==> config.mk <==
export PLATFORM = sky130hd
export DESIGN_NAME = multibyte_add_sequencer_flat
export DESIGN_NICKNAME = d
export VERILOG_FILES = /design/src/rtl/multibyte_add_sequencer_if.sv /design/src/rtl/multibyte_add_sequencer.sv /design/src/flat_wrapper.sv
export SDC_FILE = /design/constraint.sdc
export NUM_CORES = 1
export LEC_CHECK = 0
export BUFFER_PORTS_ARGS = -buffer_cell sky130_fd_sc_hd__clkbuf_2
export CAP_MARGIN = 20
export CORE_MARGIN = 5
export CORE_UTILIZATION = 52
export CTS_BUF_LIST = sky130_fd_sc_hd__clkbuf_4 sky130_fd_sc_hd__clkbuf_8
export DETAILED_ROUTE_END_ITERATION = 6
export HOLD_SLACK_MARGIN = 0.06
export PLACE_DENSITY = 0.9
export SLEW_MARGIN = 40
export SYNTH_ARGS = -nofsm -noshare
export SYNTH_HDL_FRONTEND = slang
export SYNTH_SLANG_ARGS = --single-unit
==> constraint.sdc <==
create_clock -name clk -period 2.85 [get_ports clk]
set_clock_uncertainty 0.05 [all_clocks]
set_input_delay 0.4275 -clock clk [delete_from_list [all_inputs] [get_ports clk]]
set_output_delay 0.4275 -clock clk [all_outputs]
set_load 0.02 [all_outputs]
==> src/rtl/multibyte_add_sequencer_if.sv <==
// multibyte_add_sequencer_if
//   Request/result bundle between a requester and the multi-byte add sequencer.
//   Parameter BYTES sets the operand width (8*BYTES bits).
//   Optional macro ADD_SUB_EN adds the 'sub' request signal.
//   Signals:
//     start     requester -> sequencer  operation request
//     a, b      requester -> sequencer  operands
//     c_in      requester -> sequencer  initial carry-in
//     sub       requester -> sequencer  subtract select (ADD_SUB_EN only)
//     busy      sequencer -> requester  operation in progress
//     done      sequencer -> requester  one-cycle result-valid pulse
//     sum       sequencer -> requester  held result
//     carry_out sequencer -> requester  carry out of the top byte
//   Modports: master (requester side), slave (sequencer side).
interface multibyte_add_sequencer_if #(
  parameter int BYTES = 4
);
  logic                 start;
  logic [8*BYTES-1:0]   a;
  logic [8*BYTES-1:0]   b;
  logic                 c_in;
`ifdef ADD_SUB_EN
  logic                 sub;
`endif
  logic                 busy;
  logic                 done;
  logic [8*BYTES-1:0]   sum;
  logic                 carry_out;

`ifdef ADD_SUB_EN
  modport master (output start, a, b, c_in, sub, input busy, done, sum, carry_out);
  modport slave  (input start, a, b, c_in, sub, output busy, done, sum, carry_out);
`else
  modport master (output start, a, b, c_in, input busy, done, sum, carry_out);
  modport slave  (input start, a, b, c_in, output busy, done, sum, carry_out);
`endif
endinterface

==> src/rtl/multibyte_add_sequencer.sv <==
// multibyte_add_sequencer
//   Performs an 8*BYTES-bit addition by reusing one eight_bit_adder, one byte
//   per clock, least-significant byte first, with the carry chained through a
//   register. Start/busy/done handshake; result held until the next done.
//   Optional macro ADD_SUB_EN: adds a 'sub' request; when set, computes a - b
//   (B bytes inverted, initial carry forced to 1, c_in ignored) and carry_out=1
//   means no borrow.
//   Ports:
//     clk    system clock, rising edge
//     rst_n  synchronous active-low reset
//     bus    multibyte_add_sequencer_if.slave (start/a/b/c_in[/sub] in,
//            busy/done/sum/carry_out out)
//   Parameter BYTES: operand width in bytes, 1..16.

// Plain 8-bit ripple adder; the shared datapath the sequencer time-multiplexes.
module eight_bit_adder (
  input  logic [7:0] a,
  input  logic [7:0] b,
  input  logic       c_in,
  output logic [7:0] sum,
  output logic       carry
);
  assign {carry, sum} = {1'b0, a} + {1'b0, b} + {8'h00, c_in};
endmodule

module multibyte_add_sequencer #(
  parameter int BYTES = 4
) (
  input  logic                       clk,
  input  logic                       rst_n,
  multibyte_add_sequencer_if.slave   bus
);
  // A one-byte operand still needs a 1-bit index register.
  localparam int IDX_W = (BYTES > 1) ? $clog2(BYTES) : 1;
  localparam int W     = 8 * BYTES;
  localparam logic [IDX_W-1:0] LAST_IDX = IDX_W'(BYTES - 1);

  typedef enum logic [0:0] {
    ST_IDLE = 1'b0,
    ST_RUN  = 1'b1
  } state_t;

  state_t            state_r;
  logic [W-1:0]      a_r;
  logic [W-1:0]      b_r;
  logic [W-1:0]      acc_r;
  logic [IDX_W-1:0]  idx_r;
  logic              carry_r;
  logic              busy_r;
  logic              done_r;
  logic [W-1:0]      sum_r;
  logic              carry_out_r;
`ifdef ADD_SUB_EN
  logic              sub_r;
`endif

  logic [IDX_W+2:0]  off_s;
  logic [7:0]        a_byte_s;
  logic [7:0]        b_byte_s;
  logic [7:0]        adder_sum_s;
  logic              adder_carry_s;
  logic [W-1:0]      acc_next_s;

  // Bit offset of the byte being processed this cycle.
  assign off_s    = {idx_r, 3'b000};
  assign a_byte_s = a_r[off_s +: 8];

  // Select the B byte, inverted in subtract mode so a + ~b + 1 = a - b.
  always_comb begin
    b_byte_s = b_r[off_s +: 8];
`ifdef ADD_SUB_EN
    if (sub_r) begin
      b_byte_s = ~b_r[off_s +: 8];
    end else begin
      b_byte_s = b_r[off_s +: 8];
    end
`endif
  end

  eight_bit_adder u_adder (
    .a     (a_byte_s),
    .b     (b_byte_s),
    .c_in  (carry_r),
    .sum   (adder_sum_s),
    .carry (adder_carry_s)
  );

  // Accumulator with the current byte slot replaced by the adder result, so
  // the final edge can publish the complete sum in the same cycle.
  always_comb begin
    acc_next_s              = acc_r;
    acc_next_s[off_s +: 8]  = adder_sum_s;
  end

  // Sequencer FSM with all outputs registered.
  always_ff @(posedge clk) begin
    if (!rst_n) begin
      state_r     <= ST_IDLE;
      a_r         <= '0;
      b_r         <= '0;
      acc_r       <= '0;
      idx_r       <= '0;
      carry_r     <= 1'b0;
      busy_r      <= 1'b0;
      done_r      <= 1'b0;
      sum_r       <= '0;
      carry_out_r <= 1'b0;
`ifdef ADD_SUB_EN
      sub_r       <= 1'b0;
`endif
    end else begin
      case (state_r)
        ST_IDLE: begin
          done_r <= 1'b0;
          if (bus.start) begin
            a_r     <= bus.a;
            b_r     <= bus.b;
            idx_r   <= '0;
`ifdef ADD_SUB_EN
            sub_r   <= bus.sub;
            carry_r <= bus.sub ? 1'b1 : bus.c_in;
`else
            carry_r <= bus.c_in;
`endif
            busy_r  <= 1'b1;
            state_r <= ST_RUN;
          end else begin
            busy_r  <= 1'b0;
            state_r <= ST_IDLE;
          end
        end
        ST_RUN: begin
          acc_r   <= acc_next_s;
          carry_r <= adder_carry_s;
          if (idx_r == LAST_IDX) begin
            // Last byte: publish result; start is not looked at this edge.
            sum_r       <= acc_next_s;
            carry_out_r <= adder_carry_s;
            done_r      <= 1'b1;
            busy_r      <= 1'b0;
            idx_r       <= '0;
            state_r     <= ST_IDLE;
          end else begin
            idx_r   <= idx_r + IDX_W'(1);
            done_r  <= 1'b0;
            busy_r  <= 1'b1;
            state_r <= ST_RUN;
          end
        end
        default: begin
          busy_r  <= 1'b0;
          done_r  <= 1'b0;
          state_r <= ST_IDLE;
        end
      endcase
    end
  end

  assign bus.busy      = busy_r;
  assign bus.done      = done_r;
  assign bus.sum       = sum_r;
  assign bus.carry_out = carry_out_r;
endmodule
==> src/flat_wrapper.sv <==
// flat-port wrapper written by rule: the top's interface ports become plain ports
module multibyte_add_sequencer_flat 
#(
  parameter int BYTES = 4
)
  (clk, rst_n, bus_start, bus_a, bus_b, bus_c_in, bus_busy, bus_done, bus_sum, bus_carry_out);
  multibyte_add_sequencer_if #(.BYTES(BYTES)) bus_i ();
  input  logic clk;
  input  logic rst_n;
  input wire logic [$bits(bus_i.start)-1:0] bus_start;
  input wire logic [$bits(bus_i.a)-1:0] bus_a;
  input wire logic [$bits(bus_i.b)-1:0] bus_b;
  input wire logic [$bits(bus_i.c_in)-1:0] bus_c_in;
  output wire logic [$bits(bus_i.busy)-1:0] bus_busy;
  output wire logic [$bits(bus_i.done)-1:0] bus_done;
  output wire logic [$bits(bus_i.sum)-1:0] bus_sum;
  output wire logic [$bits(bus_i.carry_out)-1:0] bus_carry_out;
  assign bus_i.start = bus_start;
  assign bus_i.a = bus_a;
  assign bus_i.b = bus_b;
  assign bus_i.c_in = bus_c_in;
  assign bus_busy = bus_i.busy;
  assign bus_done = bus_i.done;
  assign bus_sum = bus_i.sum;
  assign bus_carry_out = bus_i.carry_out;
  multibyte_add_sequencer #(.BYTES(BYTES)) u_core (.clk(clk), .rst_n(rst_n), .bus(bus_i));
endmodule
==> impl_metrics.ini <==
[pwr]
p_leak_nw = 2.70
swShare = 0.251
p_sw_mw = 1.01
p_comb_frac = 0.116
powerDensity_nw_per_um2 = 590
irDropWorstVdd_uv = 473
clkPwrFrac = 0.394
p_total_mw = 4.01
seqPwrFrac = 0.491
p_int_mw = 3.01

[critical_path]
cp_common_cell = fa_2
worstPathCellList = mux4_2 > fa_2 > fa_2 > a21o_1 > a221oi_2 > buf_4 > xnor2_4 > o21ai_1
cp.arrival_ps = 3050
rr_startpoint = u_core.idx_r[0]$_SDFFE_PN0P_
rr_worst_depth = 8
crit_path_max_incr_delay_ps = 530
critical_path_class = flip-flop to flip-flop
crit_required_ps = 3120
reg2reg_slack_ps = 80
reg2reg_to = u_core.bus.sum[14]$_SDFFE_PN0P_
crit_fanout = 8
end_kind = flip-flop
setup.worst_path.start_class = flip-flop
crit_slowest_cell = mux4_2

[min_path]
whs_path_depth = 3
hold_path.class = input port to flip-flop
holdCritStartpoint = bus_b[27]
whs_endpoint = u_core.b_r[27]$_SDFFE_PN0P_

[die]
ioPinCount = 103
fp.coreArea_um2 = 10800
initial_core_util = 0.527
design.die.area_um2 = 13100
row_count = 38
die_w_um = 115
die_height_um = 115

[clock_network]
clock_sinks = 134
postCtsHoldBufs = 0
clock_latency_ps = 440
cts_buffer_depth = 2
cts_made_buffers = 17
htreeDepth = 4
cts_tree = done
root_buffer = clkbuf_8
clk_pin_slew_ps = 70

[route]
drc = 0
wl_per_cell_um = 16.1
first_pass_iters = 5
vias_per_cell = 5.60
drtAntennaViolNets = 0
drtIter0Drc = 271
route.vias.total = 4875
routed_wl_um = 14000

[synthesis]
syn_inst = 618
synth.top_cell.area_share = 0.472
ys_top_cells_by_area = dfxtp_1 47%, nand2_1 10%, a21boi_0 8.5%, mux4_2 6.3%, o21ai_0 4.9%
synth_top_cell_by_area = dfxtp_1
ys_warn_count = 0
syn_nets = 701
syn_area_um2 = 5690
seq_area_frac_synth = 0.472
synth_seq_cells = 134
syn_avg_cell_area_um2 = 9.20
synth_cell_types = 36

[sta]
grt_setup_unrepaired = yes
drv_slew = 0
setup-violations-final = 0
fin_crit_sh = 0.973
hold_viol = 0
fmax_mhz = 361
fin_crit_ps = 2770
worst_slew_pin_slew_ps = 756
slew_headroom = 0.494

[global_route]
grt_antenna_before_repair = 0
grt_max_degree = 74
grt_pass1_wl_um = 23000
grt_usage = 0.219
grt-ovfl-total = 0
grt_pass1_vias = 4847

[placement]
post-place-cells = 838
dpl.hpwl_um = 10000
port-buffer-count = 102
gp_congestion = 0.853

[final_layout]
diodes = 0
num-nets-final = 801
fin_cells = 870
area_growth_pct = 19.6
drive_gt1_frac = 0.251

[run_status]
outcome = complete, no violations

[job]
drv_cap = 0
-- placed cells by master (no fill, tap or decap), types with 3 or more instances in the layout --
| cell | Yosys | layout |
|---|---|---|
| and2_1 | 4 | 4 |
| clkbuf_8 | 0 | 21 |
| a21o_1 | 3 | 3 |
| buf_4 | 1 | 14 |
| o21ai_1 | 0 | 6 |
| clkinv_2 | 0 | 3 |
| clkinvlp_4 | 0 | 3 |
| a21boi_0 | 64 | 64 |
| a22oi_1 | 32 | 32 |
| dfxtp_1 | 134 | 133 |
| clkbuf_2 | 0 | 102 |
| inv_1 | 4 | 4 |
| o21ai_0 | 56 | 48 |
| ha_1 | 13 | 13 |
| nor2b_1 | 27 | 26 |
| nand3_1 | 21 | 21 |
| mux4_2 | 16 | 16 |
| xor2_1 | 3 | 3 |
| nand2_1 | 156 | 156 |
| a21oi_1 | 19 | 19 |
| nor2_1 | 6 | 6 |
-- worst max-delay path by stage --
stage                                              to  cells past startpoint                         start  slack [ps]
CTS                   u_core.bus.sum[15]$_SDFFE_PN0P_                      8  u_core.idx_r[0]$_SDFFE_PN0P_          -8
finish                u_core.bus.sum[14]$_SDFFE_PN0P_                      8  u_core.idx_r[0]$_SDFFE_PN0P_          80
detailed placement       u_core.acc_r[6]$_SDFFE_PN0P_                      8  u_core.idx_r[0]$_SDFFE_PN0P_         -60
floorplan           u_core.bus.carry_out$_SDFFE_PN0P_                      9  u_core.idx_r[0]$_SDFFE_PN0P_          10
global route          u_core.bus.sum[14]$_SDFFE_PN0P_                      8  u_core.idx_r[0]$_SDFFE_PN0P_         -30
global placement        u_core.acc_r[30]$_SDFFE_PN0P_                      8  u_core.idx_r[0]$_SDFFE_PN0P_          50
-- area by class of cell --
class | instances | area, um2
fill | 862 | 3990
multi-input combinational | 443 | 2870
sequential | 134 | 2690
timing repair buffer | 118 | 651
clock buffer | 23 | 304
tap | 140 | 175
clock inverter | 8 | 97.6
inverter | 4 | 15.0
-- per-stage QoR --
| stage | utilization | setup TNS, ps | cell area (um2) | hold WS [ps] | setup slack [ps] |
|---|---|---|---|---|---|
| 2_1_floorplan | - | 0 | 5700 | 390 | 11.1 |
| 3_3_place_gp | 0.589 | 0 | 6350 | 391 | 50.4 |
| 3_5_place_dp | 0.589 | -263 | 6350 | 400 | -58.7 |
| 4_1_cts | 0.626 | -7.88 | 6760 | 151 | -7.88 |
| 5_1_grt | 0.630 | -179 | 6800 | 151 | -29.0 |
| 6_report | 0.630 | 0 | 6800 | 164 | 76.7 |
-- power groups by stage --
stage / Clock, mW / Combinational, mW / Sequential, mW
final: 1.58 / 0.463 / 1.97
after global routing: 1.69 / 0.509 / 1.97
after CTS: 1.59 / 0.452 / 1.97
after detailed placement: 0 / 0.445 / 2.01
after global placement: 0 / 0.426 / 2.01
after floorplan: 0 / 0.293 / 2.00
-- cells by family (layout without fill, tap and decap cells) --
logic type / count (synthesis) / count (layout) / synth area share
adder cells (fa/ha/maj): 15 / 15 / 0.0357
AND/OR/NAND/NOR: 225 / 225 / 0.180
buffers and inverters: 41 / 153 / 0.0315
XOR/XNOR: 5 / 5 / 0.00770
flip-flops: 134 / 134 / 0.472
multiplexers: 17 / 17 / 0.0654
AO/OA/AOI/OAI: 181 / 181 / 0.208
-- synth_stat cells --
cell type	number
a211oi_1	1
a21boi_0	64
a21boi_2	1
a21o_1	3
a21oi_1	19
a221oi_2	1
a22oi_1	32
and2_1	4
and3_1	1
and4b_4	1
and4bb_2	1
buf_2	17
buf_4	1
clkbuf_1	19
dfxtp_1	134
fa_1	2
ha_1	13
inv_1	4
mux2_2	1
mux4_2	16
nand2_1	156
nand2b_1	1
nand3_1	21
nand3b_1	1
nor2_1	6
nor2b_1	27
nor3_1	2
nor3_2	2
nor3_4	1
nor4b_4	1
o211ai_1	1
o21a_1	1
o21ai_0	56
o21bai_1	2
xnor2_1	2
xor2_1	3
-- sequential cells by signal, indices dropped and copies added, names as in the netlist --
name                  cells
u_core.bus.carry_out      1
u_core.bus.sum           32
u_core.bus.busy           1
u_core.b_r               32
u_core.acc_r             32
u_core.bus.done           1
u_core.a_r               32
u_core.carry_r            1
u_core.idx_r              2
-- routing by layer --
layer  vias to the layer above  routed length, um  global-route usage
met2                       197               7090               0.380
li1                       2350                  -                   -
met3                        32                986              0.0539
met1                      2296               5570               0.258
met5                         -                  0                   0
met4                         0                350              0.0903
-- critical path: cells and delay by family, from the launching register on --
family	cells	cell delay, ps
compound gates	3	590
xor+xnor	1	170
fa+ha+maj	2	760
buf+inv	1	190
flops	1	380
mux	1	530
-- repair_timing --
| action | CTS | global route |
|---|---|---|
| cloned | 0 | 0 |
| pin swaps | 1 | 8 |
| resized for setup | 3 | 13 |
| endpoints found under the setup margin | 9 | 21 |
| buffers inserted | 0 | 1 |
No activity file was read; power rests on OpenSTA's default activity.
